**src/rtl/branch_predictor.sv**
```systemverilog
// Fetch-stage branch predictor: direct-mapped tagged BTB plus a PHT of 2-bit counters.
// Define BP_GSHARE_EN for gshare indexing (PC xor global history); default build is bimodal.
module branch_predictor #(
   parameter int INDEX_BITS = 5
) (
   input  logic                  clk_i,
   input  logic                  reset_i,
   input  logic [31:0]           if_pc_i,
   input  logic                  if_valid_i,
   output logic                  pred_taken_o,
   output logic [31:0]           pred_target_o,
   output logic [31:0]           next_pc_o,
   output logic [INDEX_BITS-1:0] pred_bhr_o,
   input  logic                  upd_valid_i,
   input  logic [31:0]           upd_pc_i,
   input  logic                  upd_is_branch_i,
   input  logic                  upd_is_jump_i,
   input  logic                  upd_taken_i,
   input  logic [31:0]           upd_target_i,
   input  logic [INDEX_BITS-1:0] upd_bhr_i,
   input  logic                  upd_mispredict_i
);

   localparam int ENTRIES = 1 << INDEX_BITS;
   localparam int TAG_W   = 30 - INDEX_BITS;

   logic [ENTRIES-1:0]    btb_valid_q, btb_valid_d;
   logic [ENTRIES-1:0]    btb_cond_q;
   logic [TAG_W-1:0]      btb_tag_q [ENTRIES];
   logic [31:0]           btb_tgt_q [ENTRIES];
   logic [1:0]            pht_q [ENTRIES];
   logic [1:0]            pht_d [ENTRIES];
   logic [INDEX_BITS-1:0] bhr_q, bhr_d;

   logic [INDEX_BITS-1:0] lk_idx_s, lk_pidx_s, up_idx_s, up_pidx_s;
   logic                  lk_hit_s, lk_cond_s, pred_taken_s, btb_wr_s;
   logic [31:0]           pc_plus4_s;

   function automatic logic [INDEX_BITS-1:0] idx_of(input logic [31:0] pc);
      return pc[INDEX_BITS+1:2];
   endfunction

   function automatic logic [TAG_W-1:0] tag_of(input logic [31:0] pc);
      return pc[31:INDEX_BITS+2];
   endfunction

   function automatic logic [1:0] sat_next(input logic [1:0] ctr, input logic taken);
      logic [1:0] res;
      case (ctr)
         2'b00:   res = taken ? 2'b01 : 2'b00;
         2'b01:   res = taken ? 2'b10 : 2'b00;
         2'b10:   res = taken ? 2'b11 : 2'b01;
         2'b11:   res = taken ? 2'b11 : 2'b10;
         default: res = ctr;
      endcase
      return res;
   endfunction

   assign lk_idx_s   = idx_of(if_pc_i);
   assign up_idx_s   = idx_of(upd_pc_i);
   assign lk_hit_s   = btb_valid_q[lk_idx_s] && (btb_tag_q[lk_idx_s] == tag_of(if_pc_i));
   assign lk_cond_s  = btb_cond_q[lk_idx_s];
   assign pc_plus4_s = if_pc_i + 32'd4;
   assign btb_wr_s   = upd_valid_i && (upd_is_branch_i || upd_is_jump_i) && upd_taken_i;

`ifdef BP_GSHARE_EN
   assign lk_pidx_s = lk_idx_s ^ bhr_q;
   assign up_pidx_s = up_idx_s ^ upd_bhr_i;
`else
   assign lk_pidx_s = lk_idx_s;
   assign up_pidx_s = up_idx_s;
`endif

   assign pred_taken_s  = lk_hit_s && (!lk_cond_s || pht_q[lk_pidx_s][1]);
   assign pred_taken_o  = pred_taken_s;
   assign pred_target_o = lk_hit_s ? btb_tgt_q[lk_idx_s] : pc_plus4_s;
   assign next_pc_o     = pred_taken_s ? btb_tgt_q[lk_idx_s] : pc_plus4_s;
   assign pred_bhr_o    = bhr_q;

   // Counter training; lookups this cycle still see the old value.
   always_comb begin
      pht_d = pht_q;
      if (upd_valid_i && upd_is_branch_i) begin
         pht_d[up_pidx_s] = sat_next(pht_q[up_pidx_s], upd_taken_i);
      end else begin
         pht_d = pht_q;
      end
   end

   // BTB allocation only on taken outcomes.
   always_comb begin
      btb_valid_d = btb_valid_q;
      if (btb_wr_s) begin
         btb_valid_d[up_idx_s] = 1'b1;
      end else begin
         btb_valid_d = btb_valid_q;
      end
   end

`ifdef BP_GSHARE_EN
   logic unused_s;
   assign unused_s = ^upd_pc_i[1:0];

   // History: misprediction repair beats the speculative shift of the flushed fetch.
   always_comb begin
      bhr_d = bhr_q;
      if (upd_valid_i && upd_mispredict_i) begin
         if (upd_is_branch_i) begin
            bhr_d = {upd_bhr_i[INDEX_BITS-2:0], upd_taken_i};
         end else begin
            bhr_d = upd_bhr_i;
         end
      end else if (if_valid_i && lk_hit_s && lk_cond_s) begin
         bhr_d = {bhr_q[INDEX_BITS-2:0], pred_taken_s};
      end else begin
         bhr_d = bhr_q;
      end
   end
`else
   logic unused_s;
   assign unused_s = ^{upd_pc_i[1:0], upd_bhr_i, if_valid_i, upd_mispredict_i};

   // Bimodal build keeps no history.
   always_comb begin
      bhr_d = '0;
   end
`endif

   // Resettable state: valid bits, counters and history.
   always_ff @(posedge clk_i) begin
      if (reset_i) begin
         btb_valid_q <= '0;
         bhr_q       <= '0;
         for (int i = 0; i < ENTRIES; i++) begin
            pht_q[i] <= 2'b01;
         end
      end else begin
         btb_valid_q <= btb_valid_d;
         bhr_q       <= bhr_d;
         pht_q       <= pht_d;
      end
   end

   // Entry payload is qualified by the valid bit, so it needs no reset.
   always_ff @(posedge clk_i) begin
      if (btb_wr_s && !reset_i) begin
         btb_tag_q[up_idx_s]  <= tag_of(upd_pc_i);
         btb_tgt_q[up_idx_s]  <= upd_target_i;
         btb_cond_q[up_idx_s] <= upd_is_branch_i;
      end
   end

endmodule

```
**config.mk**
```make
export PLATFORM = sky130hd
export DESIGN_NAME = branch_predictor
export DESIGN_NICKNAME = d
export VERILOG_FILES = /design/src/rtl/branch_predictor.sv
export SDC_FILE = /design/constraint.sdc
export NUM_CORES = 2
export LEC_CHECK = 0
export ABC_AREA = 1
export CAP_MARGIN = 20
export CORE_MARGIN = 8
export CORE_UTILIZATION = 40
export DETAILED_ROUTE_END_ITERATION = 10
export SYNTH_ARGS = -nofsm -noshare
export SYNTH_HDL_FRONTEND = slang
export SYNTH_SLANG_ARGS = --single-unit
```
**constraint.sdc**
```tcl
create_clock -name clk_i -period 7.93 [get_ports clk_i]
set_input_delay 1.1895 -clock clk_i [delete_from_list [all_inputs] [get_ports clk_i]]
set_output_delay 1.1895 -clock clk_i [all_outputs]
set_load 0.1 [all_outputs]
```
# Yosys cells after proc, flatten, opt, wreduce, memory -nomap -nowiden
# Memories as Yosys holds them, arrays and structs flattened.
# Index checks and enable logic that the tools add are counted.
# totals
register_bits	128
mem_bits_rw	1824
input_bits	109
out_inout_bits	70
elab_cells	89
mem_count	2
# mem_list
memory	words	width	read_ports	rd_ports_with_merged_regs	wr	line_no	rtl
btb_tgt_q	32	32	1	0	1	30	logic [31:0] btb_tgt_q [ENTRIES];
btb_tag_q	32	25	1	0	1	29	logic [TAG_W-1:0] btb_tag_q [ENTRIES];
# op_classes
n_addsub	1
magnitude_cmp	6
eq_ne	4
muxes	26
bitwise_logic	3
reduce_logical	13
# ops
op	count
bitwise mux 64 bit	1
two-way mux 32 bit	2
adder 32 x 3 -> 32 bit, second input constant	1
bitwise mux 32 bit	1
bitwise OR 32 bit	1
== test 25 bit	1
binary-select mux 2 bit (select 5 bit)	2
two-way mux 2 bit	8
greater-or-equal comparator 6 bit, second input constant	2
< comparator 5 x 6 -> 1 bit, second input constant	2
NOT 5 -> 6 bit	2
binary-select mux 1 bit (select 5 bit)	2
demux 2 bit (select 5 bit)	1
logical AND 1 bit	8
case mux 2 bit (4 select lines)	1
two-way mux 1 bit	7
< comparator 6 x 1 -> 1 bit, second input constant	1
demux 1 bit (select 5 bit)	1
greater-or-equal comparator 5 x 1 -> 1 bit, second input constant	1
== test 2 bit, second input constant	2
== test 2 x 1 -> 1 bit, second input constant	1
logical NOT 1 bit	2
logical NOT 2 bit	1
logical OR 1 bit	2

# Depth between registers and ports, before layout
# logic_depth
word_depth	8
mapped_depth	24
mapped_depth_nobuf	19

# Least setup slack after synthesis
# OpenSTA, ideal clock, no wires.
# synth_path
path_type	input to output
start	input port if_pc_i[2]
end	output port pred_target_o[2]
arrival_ns	5.089
required_ns	6.740
setup_slack_ns	1.652
path_stages	20
path_buffers	5
path_cell_list	buf_4 inv_4 buf_6 buf_8 buf_4 nand2_1 nand2_1 nand2_1 a21oi_1 nor2_1 nand2_1 nand3_1 nand2_1 nand2_1 nor2_1 nand3_1 nor2_4 inv_2 buf_2 o21ai_0
# synth_between
elab_chain_cells	4
word_cells_on_any_way	8
cone_classes	add/sub (1); eq/ne (1); mux (3); reduce/logical (1); memory (2)
# synth_rtl
item	line_no	rtl
start, declared	8	input logic [31:0] if_pc_i,
memory (32 x 25 bit) or binary-select mux 1 bit (select 5 bit) (tied branches)	-	
== test 25 bit or two-way mux 1 bit (tied branches)	61	assign lk_hit_s = btb_valid_q[lk_idx_s] && (btb_tag_q[lk_idx_s] == tag_of(if_pc_i));
logical AND 1 bit	61	
two-way mux 32 bit *	76	assign pred_target_o = lk_hit_s ? btb_tgt_q[lk_idx_s] : pc_plus4_s;
end, declared	11	output logic [31:0] pred_target_o,
# Mark *: on every way between the ends. The rest lies on a longest branch, timed or not. The select of a mux whose other input is x is not followed.

# Final worst setup path
# layout_path
start	input port if_pc_i[5]
end	output port pred_target_o[26]
# The elaborated chain is that of the path after synthesis.

==> flow_metrics.py <==
metrics = {
    "die": {
        "io_pins": 179,
        "fp.dieH_um": 463,
        "rows": 164,
        "coreArea_sq_um": 199000,
        "die_area_sq_um": 214000,
        "die_w_um": 463,
        "initial_core_util_pct": 40.1,
    },
    "place": {
        "detailed_place_hpwl_um": 133000,
        "dp.cells": 9335,
        "place_congestion": 0.917,
        "place_ws_ns": 0.950,
        "port_buffers": 164,
    },
    "global_routing": {
        "grt_pass1_vias": 51000,
        "overflow": 0,
        "grt_pass1_wl_um": 357000,
        "grt_max_degree": 173,
        "grt_usage_pct": 22.3,
        "antenna_found_initial": 32,
    },
    "final_layout": {
        "area_growth_pct": 15.3,
        "stdcell_count": 9739,
        "final_util_pct": 46.2,
        "fin_nets": 7009,
        "drive_gt1_share_pct": 7.99,
    },
    "clock_network": {
        "root_buffer": "clkbuf_16",
        "clkTransAtPathRegs_ns": 0.06,
        "post_cts_buffers": 0,
        "cts_buffers": 198,
        "cts_max_path_buffers": 3,
        "htreeDepth": 4,
        "cts_resized": 0,
        "cts_tree": "done",
        "cts_hold_buf": 0,
        "cts.sinks": 1952,
        "clkLatencyLatePin_ns": 0.85,
    },
    "setup_path": {
        "cp.arrival_ns": 5.87,
        "path_max_fanout": 44,
        "ff2ff_setup_slack_ns": 5.32,
        "endpoint_kind": "primary output",
        "required_ns": 6.74,
        "cp-start-kind": "input port",
        "crit_type": "in -> out",
    },
    "sta": {
        "max_freq_ghz": 0.142,
        "fin_setup_tns_ns": 0,
        "clock_skew_ns": 0.0261,
        "max_slew_margin_pct": 21.9,
        "final_max_slew_viol_count": 0,
        "tightest_slew_ns": 1.16,
        "period_share_pct": 89.0,
        "fin_crit_ns": 7.05,
        "rsz0062_at_grt": "false",
        "whs_ns": 0.460,
        "setup_ws_ns": 0.875,
        "setup_violations": 0,
        "hold_violations": 0,
    },
    "detailed_routing": {
        "dr_total_vias": 54300,
        "wl_per_cell_um": 25.6,
        "drt-total-wl_um": 249000,
        "detail-route-antenna-nets": 0,
        "viasPerCell": 5.58,
        "first_pass_iters": 7,
        "drc": 0,
        "drtIter0Drc": 6362,
    },
    "pwr": {
        "p_clk_share_pct": 41.2,
        "combinationalPowerShare_pct": 7.4,
        "p_sw_share_pct": 23.3,
        "power.net_switching_mw": 5.13,
        "p_int_mw": 16.9,
        "power_frac_seq_pct": 51.4,
        "p_per_area_nw_per_um2": 239,
        "p_leak_nw": 31.1,
        "vdd_drop_max_v": 0.000243,
    },
    "logic_synthesis": {
        "avgSynthCellArea_sq_um": 11.7,
        "synth_cell_type_count": 46,
        "ys_warn_count": 0,
        "ys_ff_latch": 1952,
        "synth-edff-count": 1856,
        "synthFlopType": "edfxtp_1",
        "syn_area_sq_um": 79800,
        "async_reset_ff_share_pct": 0,
        "syn-instance-count": 6822,
        "seq_area_frac_synth_pct": 72.2,
    },
    "run_status": {
        "outcome": "complete, no violations",
    },
    "hold_path": {
        "hold_path.class": "reg -> reg",
    },
    "run": {
        "cap_violations": 0,
    },
}
==> registers in the layout, summed over array words and instances, names as in the netlist <==
register     count
btb_cond_q      32
btb_tgt_q     1024
btb_valid_q     32
btb_tag_q      800
pht_q           64
==> logic make-up (layout without fill, tap and decap cells) <==
logic type,Yosys count,in the layout,share of synthesized area [%]
AOI/OAI and AO/OA,1303,1303,9.10
xor gates and xnor gates,28,28,0.307
adders and majority gates,1,1,0.0157
buffers and inverters,639,873,3.63
DFF,1952,1952,72.2
other,1,28,0.00470
and+or+nand+nor,2898,2898,14.7
==> metal layers <==
layer	routed length (um)	global-route usage, %	share of wire, %
met1	97300	28.9	39
met2	120000	36.7	48
met3	19400	3.69	7.8
met4	12700	10.5	5.1
met5	63	0	0.025
==> cells in the final DEF (no fill, tap or decap), types with 39 or more instances in the layout <==
cell	n
clkinv_1	47
dfxtp_1	96
a31oi_1	51
clkbuf_1	44
buf_12	111
edfxtp_1	1856
nor2_4	39
clkbuf_16	212
buf_4	87
clkdlybuf4s50_1	95
inv_1	185
o221ai_1	100
o22ai_1	161
o21ai_1	46
nand3_1	535
o21ai_0	804
nand2_1	1233
a21oi_1	103
nor2_1	1039
==> critical path, stage by stage <==
cell             delay [ns]
clkdlybuf4s50_1        0.86
nand2_2                0.18
inv_6                  0.51
nand2_2                0.30
nor3_4                 0.24
nand2_1                0.14
nor2_2                 0.42
nand2_1                0.23
nor2_1                 0.17
nand3_1                0.23
nor2_1                 0.24
xor2_1                 0.60
nand2_1                0.11
o21ai_1                0.17
buf_12                 0.21
==> cell usage after synthesis, types with 28 or more instances <==
cell,count,share of area [%]
a21oi_1,104,0.65
nand2_1,1233,5.8
buf_2,133,0.83
xor2_1,28,0.31
o221ai_1,100,1.1
nand3_1,535,3.4
buf_6,34,0.48
clkbuf_1,221,1.0
a31oi_1,51,0.40
o22ai_1,161,1.3
o21ai_0,806,5.1
edfxtp_1,1856,70
o21ai_1,45,0.28
inv_1,186,0.87
dfxtp_1,96,2.4
nor2_1,1072,5.0
buf_1,37,0.17
==> cell type report <==
class / instances / area (sq um)
Sequential cell: 1952 / 57700
Antenna cell: 23 / 57.6
Multi-Input combinational cell: 4235 / 19600
Clock buffer: 255 / 5360
Tap cell: 2656 / 3320
Clock inverter: 106 / 927
Timing Repair Buffer: 317 / 4370
Fill cell: 17700 / 107000
Inverter: 195 / 773
==> path summary, 6_finish.rpt <==
kind                                from                           to  depth (start not counted)
max reg2reg        pht_q[7]$_SDFFE_PP0P_       pht_q[15]$_SDFFE_PP0P_                          9
min reg2reg  btb_valid_q[3]$_SDFFE_PP0P_  btb_valid_q[3]$_SDFFE_PP0P_                          2
max                           if_pc_i[5]            pred_target_o[26]                         15
min          btb_valid_q[3]$_SDFFE_PP0P_  btb_valid_q[3]$_SDFFE_PP0P_                          2
==> power groups by stage <==
stage	clock network, mW	logic, mW	registers, mW
CTS	9.20	1.59	11.3
detailed placement	0	1.58	11.5
floorplan	0	0.900	11.5
finish	9.08	1.62	11.3
global route	9.59	1.74	11.3
global placement	0	1.56	11.5
==> stage by stage <==
stage	power (mW)	instance area (sq um)
after floorplan	12.4	79800
after global placement	13.1	85200
after detailed placement	13.1	85200
after CTS	22.1	91500
after global routing	22.6	92000
final	22.0	92000
(Power assumes the default switching activity.)
